## config.mk

```make
export PLATFORM = sky130hd
export DESIGN_NAME = dev_fifo_bus
export DESIGN_NICKNAME = d
export VERILOG_FILES = /design/src/rtl/dev_fifo_pkg.sv /design/src/rtl/dev_fifo_mem.sv /design/src/rtl/dev_fifo_bus.sv
export SDC_FILE = /design/constraint.sdc
export NUM_CORES = 1
export LEC_CHECK = 0
export ABC_AREA = 1
export BUFFER_PORTS_ARGS = -buffer_cell sky130_fd_sc_hd__buf_2
export CORE_UTILIZATION = 45
export DETAILED_ROUTE_END_ITERATION = 10
export PLACE_DENSITY = 0.65
export REMOVE_ABC_BUFFERS = 1
export SLEW_MARGIN = 0
export SYNTH_ARGS = -nofsm -noshare
export SYNTH_HDL_FRONTEND = slang
export SYNTH_SLANG_ARGS = --single-unit
```

## constraint.sdc

```tcl
create_clock -name clk -period 3.39 [get_ports clk]
set_input_delay 0.339 -clock clk [delete_from_list [all_inputs] [get_ports clk]]
set_output_delay 0.339 -clock clk [all_outputs]
set_load 0.1 [all_outputs]
```

## src/rtl/dev_fifo_pkg.sv

```systemverilog
// Shared types for the per-device bus ingress FIFO: packet layout and the helper that
// extracts the destination id.
package dev_fifo_pkg;
    localparam int ID_W      = 8;
    localparam int PKT_W     = 24;
    localparam int PAYLOAD_W = PKT_W - ID_W;

    typedef struct packed {
        logic [ID_W-1:0]      dest;
        logic [PAYLOAD_W-1:0] payload;
    } pkt_t;

    function automatic logic [ID_W-1:0] dest_of(input pkt_t p);
        return p.dest;
    endfunction
endpackage

```

## src/rtl/dev_fifo_mem.sv

```systemverilog
// Packet storage for dev_fifo_bus: one synchronous write port and one asynchronous read port.
// Contents are never cleared; validity is tracked by the pointers and count in the parent.
module dev_fifo_mem #(
    parameter int W  = 24,
    parameter int N  = 16,
    parameter int AW = $clog2(N)
) (
    input  logic          clk,
    input  logic          i_we,
    input  logic [AW-1:0] i_wr_addr,
    input  logic [W-1:0]  i_wr_data,
    input  logic [AW-1:0] i_rd_addr,
    output logic [W-1:0]  o_rd_data
);
    logic [W-1:0] r_mem [N];

    always_ff @(posedge clk) begin
        if (i_we) begin
            r_mem[i_wr_addr] <= i_wr_data;
        end
    end

    assign o_rd_data = r_mem[i_rd_addr];
endmodule

```

## src/rtl/dev_fifo_bus.sv

```systemverilog
// Per-device show-ahead ingress FIFO feeding one bus arbiter port. Defining DEV_FIFO_STATS_EN
// adds the drop_cnt and hwm statistics outputs; otherwise rejected pushes are silent.
module dev_fifo_bus
    import dev_fifo_pkg::*;
#(
    parameter int pckg_sz = 24,
    parameter int depth   = 16,
    parameter int id      = 0
) (
    input  logic                       clk,
    input  logic                       reset,
    input  logic                       push,
    input  logic [pckg_sz-1:0]         D_push,
    output logic                       full,
    output logic [$clog2(depth+1)-1:0] count,
    output logic                       pndng,
    input  logic                       pop,
    output logic [pckg_sz-1:0]         D_pop
`ifdef DEV_FIFO_STATS_EN
    ,
    output logic [15:0]                drop_cnt,
    output logic [$clog2(depth+1)-1:0] hwm
`endif
);
    localparam int CW = $clog2(depth + 1);
    localparam int PW = $clog2(depth);

    logic [PW-1:0]      r_rd_ptr, r_wr_ptr;
    logic [CW-1:0]      r_count;
    logic               r_full, r_pndng;
    logic [pckg_sz-1:0] r_d_pop;

    logic               w_push_acc, w_pop_acc;
    logic [PW-1:0]      w_rd_ptr_next, w_wr_ptr_next;
    logic [CW-1:0]      w_count_next;
    logic [pckg_sz-1:0] w_mem_rd, w_d_pop_next;

    // The device index only tags this instance; it does not affect datapath behaviour.
    logic [ID_W-1:0]    w_unused_dev_id;
    assign w_unused_dev_id = ID_W'(id);

    assign w_pop_acc  = pop & r_pndng;
    assign w_push_acc = push & (~r_full | w_pop_acc);

    assign w_rd_ptr_next = (r_rd_ptr == PW'(depth - 1)) ? '0 : r_rd_ptr + 1'b1;
    assign w_wr_ptr_next = (r_wr_ptr == PW'(depth - 1)) ? '0 : r_wr_ptr + 1'b1;

    always_comb begin
        w_count_next = r_count;
        if (w_push_acc && !w_pop_acc) begin
            w_count_next = r_count + 1'b1;
        end else if (!w_push_acc && w_pop_acc) begin
            w_count_next = r_count - 1'b1;
        end
    end

    dev_fifo_mem #(
        .W (pckg_sz),
        .N (depth),
        .AW(PW)
    ) u_mem (
        .clk      (clk),
        .i_we     (w_push_acc),
        .i_wr_addr(r_wr_ptr),
        .i_wr_data(D_push),
        .i_rd_addr(w_rd_ptr_next),
        .o_rd_data(w_mem_rd)
    );

    // Next head: a lone entry being replaced by a same-edge push is not in storage yet,
    // so it is bypassed straight from D_push.
    always_comb begin
        w_d_pop_next = r_d_pop;
        if (w_pop_acc) begin
            if (w_count_next == '0) begin
                w_d_pop_next = '0;
            end else if (r_count == CW'(1)) begin
                w_d_pop_next = D_push;
            end else begin
                w_d_pop_next = w_mem_rd;
            end
        end else if (w_push_acc && r_count == '0) begin
            w_d_pop_next = D_push;
        end
    end

    always_ff @(posedge clk) begin
        if (reset) begin
            r_rd_ptr <= '0;
            r_wr_ptr <= '0;
            r_count  <= '0;
            r_full   <= 1'b0;
            r_pndng  <= 1'b0;
            r_d_pop  <= '0;
        end else begin
            if (w_pop_acc) begin
                r_rd_ptr <= w_rd_ptr_next;
            end
            if (w_push_acc) begin
                r_wr_ptr <= w_wr_ptr_next;
            end
            r_count <= w_count_next;
            r_full  <= (w_count_next == CW'(depth));
            r_pndng <= (w_count_next != '0);
            r_d_pop <= w_d_pop_next;
        end
    end

    assign full  = r_full;
    assign count = r_count;
    assign pndng = r_pndng;
    assign D_pop = r_d_pop;

`ifdef DEV_FIFO_STATS_EN
    logic [15:0]   r_drop_cnt;
    logic [CW-1:0] r_hwm;
    logic          w_drop;

    assign w_drop = push & ~w_push_acc;

    always_ff @(posedge clk) begin
        if (reset) begin
            r_drop_cnt <= '0;
            r_hwm      <= '0;
        end else begin
            if (w_drop && r_drop_cnt != 16'hFFFF) begin
                r_drop_cnt <= r_drop_cnt + 16'd1;
            end
            if (w_count_next > r_hwm) begin
                r_hwm <= w_count_next;
            end
        end
    end

    assign drop_cnt = r_drop_cnt;
    assign hwm      = r_hwm;
`endif
endmodule

```

==> impl_metrics.ini <==
[timing]
rsz0062_at_grt = no
fin_crit_sh_pct = 79.7
hold_viol = 0
slew_violations = 0
period_minus_slack_ps = 2700
worst_pin_slew_ps = 901
fmax_mhz = 370
slew_headroom_pct = 39.9
finClkSkew_ps = 12.4
setup_tns_ps = 0
holdWs_ps = 50.6
setup_viol = 0

[clock_network]
cts_tree = built
clk-insertion-delay-late_ps = 560
post_cts_buffers = 0
clk_pin_slew_worst_paths_ps = 60
clockBufferDepth = 3
h-tree-depth = 2
ctsHoldBuffers = 0
clock-sinks = 423
cts_inserted_buffers = 44
root_buffer = clkbuf_16
cts_resized = 0

[power]
vdd_drop_max_mv = 0.452
leakagePower_nw = 7.32
p_clk_share_pct = 36.3
intPower_mw = 8.79
combPwrFrac_pct = 15.7
total_power_mw = 12.3
seq_power_share_pct = 47.9
power_switching_share_pct = 28.4
powerDensity_mw_per_mm2 = 614
switchingPower_mw = 3.48

[drt]
drtIter0Drc = 1127
via_per_inst = 5.55
wl_met2_mm = 22.9
wl_per_cell_um = 21.4
met3_length_mm = 3.61
drc = 0
vias = 12200
ant_nets = 0
first_pass_iters = 7
drt-met1-wl_mm = 19.3
wl_mm = 47.1
routed.top_layer = met5

[setup_path]
reg2regPathDepth = 11
cp_max_fo = 35
rrSetupSlack_ps = 690
cp.arrival_ps = 3140
crit_start = r_rd_ptr[0]
critical_path_required_ps = 3830
worstSetupPathType = reg2reg
worstSetupEndpointType = flop
r2r-end = D_pop[4]
timing.rr.start = r_rd_ptr[0]
critPathLaunchType = flop
crit_end = D_pop[4]

[synth]
yosysMostFrequentCell = nand2_1
synth.cell_area_mm2 = 0.0177
ys_ff_latch = 423
netlist_instances = 1599
synthTopCellsByArea = edfxtp_1 (65%), nand2_1 (8.7%), nand3_1 (7.6%)
synth_commonest_cells = nand2_1 (410), edfxtp_1 (384), nand3_1 (267), o21ai_0 (127), nor2_1 (107)
synth_edf_count = 384
synth.top_cell.area_share_pct = 65.2
syn_area_per_cell_um2 = 11.1
synthArstFlopShare_pct = 0
synth_largest_area_cell = edfxtp_1
synth-main-ff-cell = edfxtp_1
yosysUniqueCellTypes = 33
synth-seq-area-share_pct = 69.6
yosysWarnings = 0

[job]
drv_cap = 0

[run_status]
status = finished, final reports clean

[floorplan]
start_util_pct = 45.7
rows = 72
fp.dieW_um = 200
pin_count = 59
core_mm2 = 0.0387
dieArea_mm2 = 0.0401
fp.dieH_um = 200

[worst_hold_path]
hold_path_class = in2reg

[layout]
final_cell_area_mm2 = 0.0200
synthToLayoutAreaGrowth_pct = 12.9
multiInputGateArea_mm2 = 0.00482
final_util_pct = 51.6
drive_gt1_share_pct = 12.0
nets = 1685
final-seq-area_mm2 = 0.0123
fill_cells = 3429

[grt]
track_usage_pct = 23.7
grt.overflow.total = 0
grt_pass1_vias = 12000
antenna_found_initial = 2
grt_max_degree = 80
grt_pass1_wl_mm = 72.2

[placement]
dpl_cell_area_mm2 = 0.0187
routabilityCongestion = 0.801
portBuffers = 58
dp_hpwl_mm = 24.2
-- cell families after synthesis --
family	synth area share [%]
xor+xnor	0.198
simple gates	20.2
fa+ha+maj	0.566
compound gates	5.47
buf+inv	3.94
flops	69.6
-- area by class of cell --
type / count / area share [%]
Antenna cell: 1 / 0.0125
Clock buffer: 67 / 6.20
Clock inverter: 15 / 0.376
Inverter: 57 / 1.10
Multi-Input combinational cell: 1023 / 24.1
Sequential cell: 423 / 61.7
Tap cell: 518 / 3.25
Timing Repair Buffer: 100 / 3.28
-- critical path, stage by stage, from the launching register on --
cell and delay [ps]:
dfxtp_4 580, ha_4 370, inv_2 390, buf_12 270, buf_4 230, nand3_1 90, nand2_1 60, a21oi_1 70
o21ai_1 140, nand3_1 120, nand3b_1 110, a21oi_1 60
-- power groups by stage --
stage	registers [mW]	logic (mW)	clock network, mW
after floorplan	6.38	0.900	0
after global placement	5.99	1.90	0
after detailed placement	5.99	1.92	0
after CTS	5.88	1.93	4.51
after global routing	5.89	2.10	4.72
final	5.88	1.93	4.46
-- metal layers --
layer  global-route usage [%]  vias up
li1                         -     5688
met1                     31.9     5947
met2                     39.6      508
met3                     3.42       88
met4                     8.02        2
met5                        0        -
-- registers in the layout, summed over array words and instances, names as in the netlist --
signal       count
u_mem.r_mem    384
full             1
r_rd_ptr         4
r_wr_ptr         4
pndng            1
D_pop           24
count            5
-- cell usage in the layout (no fill, tap or decap), types with 2 or more instances in the layout --
master,instances
clkbuf_8,3
inv_6,3
dfxtp_1,38
edfxtp_1,384
buf_4,38
nand3_2,3
inv_1,48
clkbuf_1,19
a21oi_2,2
nand2_1,410
o21ai_1,6
clkbuf_16,45
nor2_1,92
nand3b_1,24
xor2_1,3
a21oi_1,48
nand2_2,3
nand3_1,266
o21ai_0,127
clkinv_1,6
buf_12,4
buf_2,58
clkinv_2,7
or2_2,4
inv_2,8
ha_1,7
nor2_4,17
-- through the flow --
step | cells | setup WS, ps
global route | 2204 | 506
detailed placement | 2121 | 753
finish | 2204 | 690
CTS | 2203 | 753
global placement | 2121 | 766
floorplan | 1503 | -4000
-- worst min path at each step --
stage | start | end | slack (ps) | depth (start not counted)
2_1_floorplan | reset | count[3] | 410 | 1
3_3_place_gp | r_wr_ptr[0] | r_wr_ptr[0] | 520 | 2
3_5_place_dp | D_pop[7] | D_pop[7] | 520 | 2
4_1_cts | reset | count[3] | 40 | 2
5_1_grt | reset | count[2] | 60 | 2
6_report | reset | count[3] | 50 | 2
(Power assumes the default switching activity.)
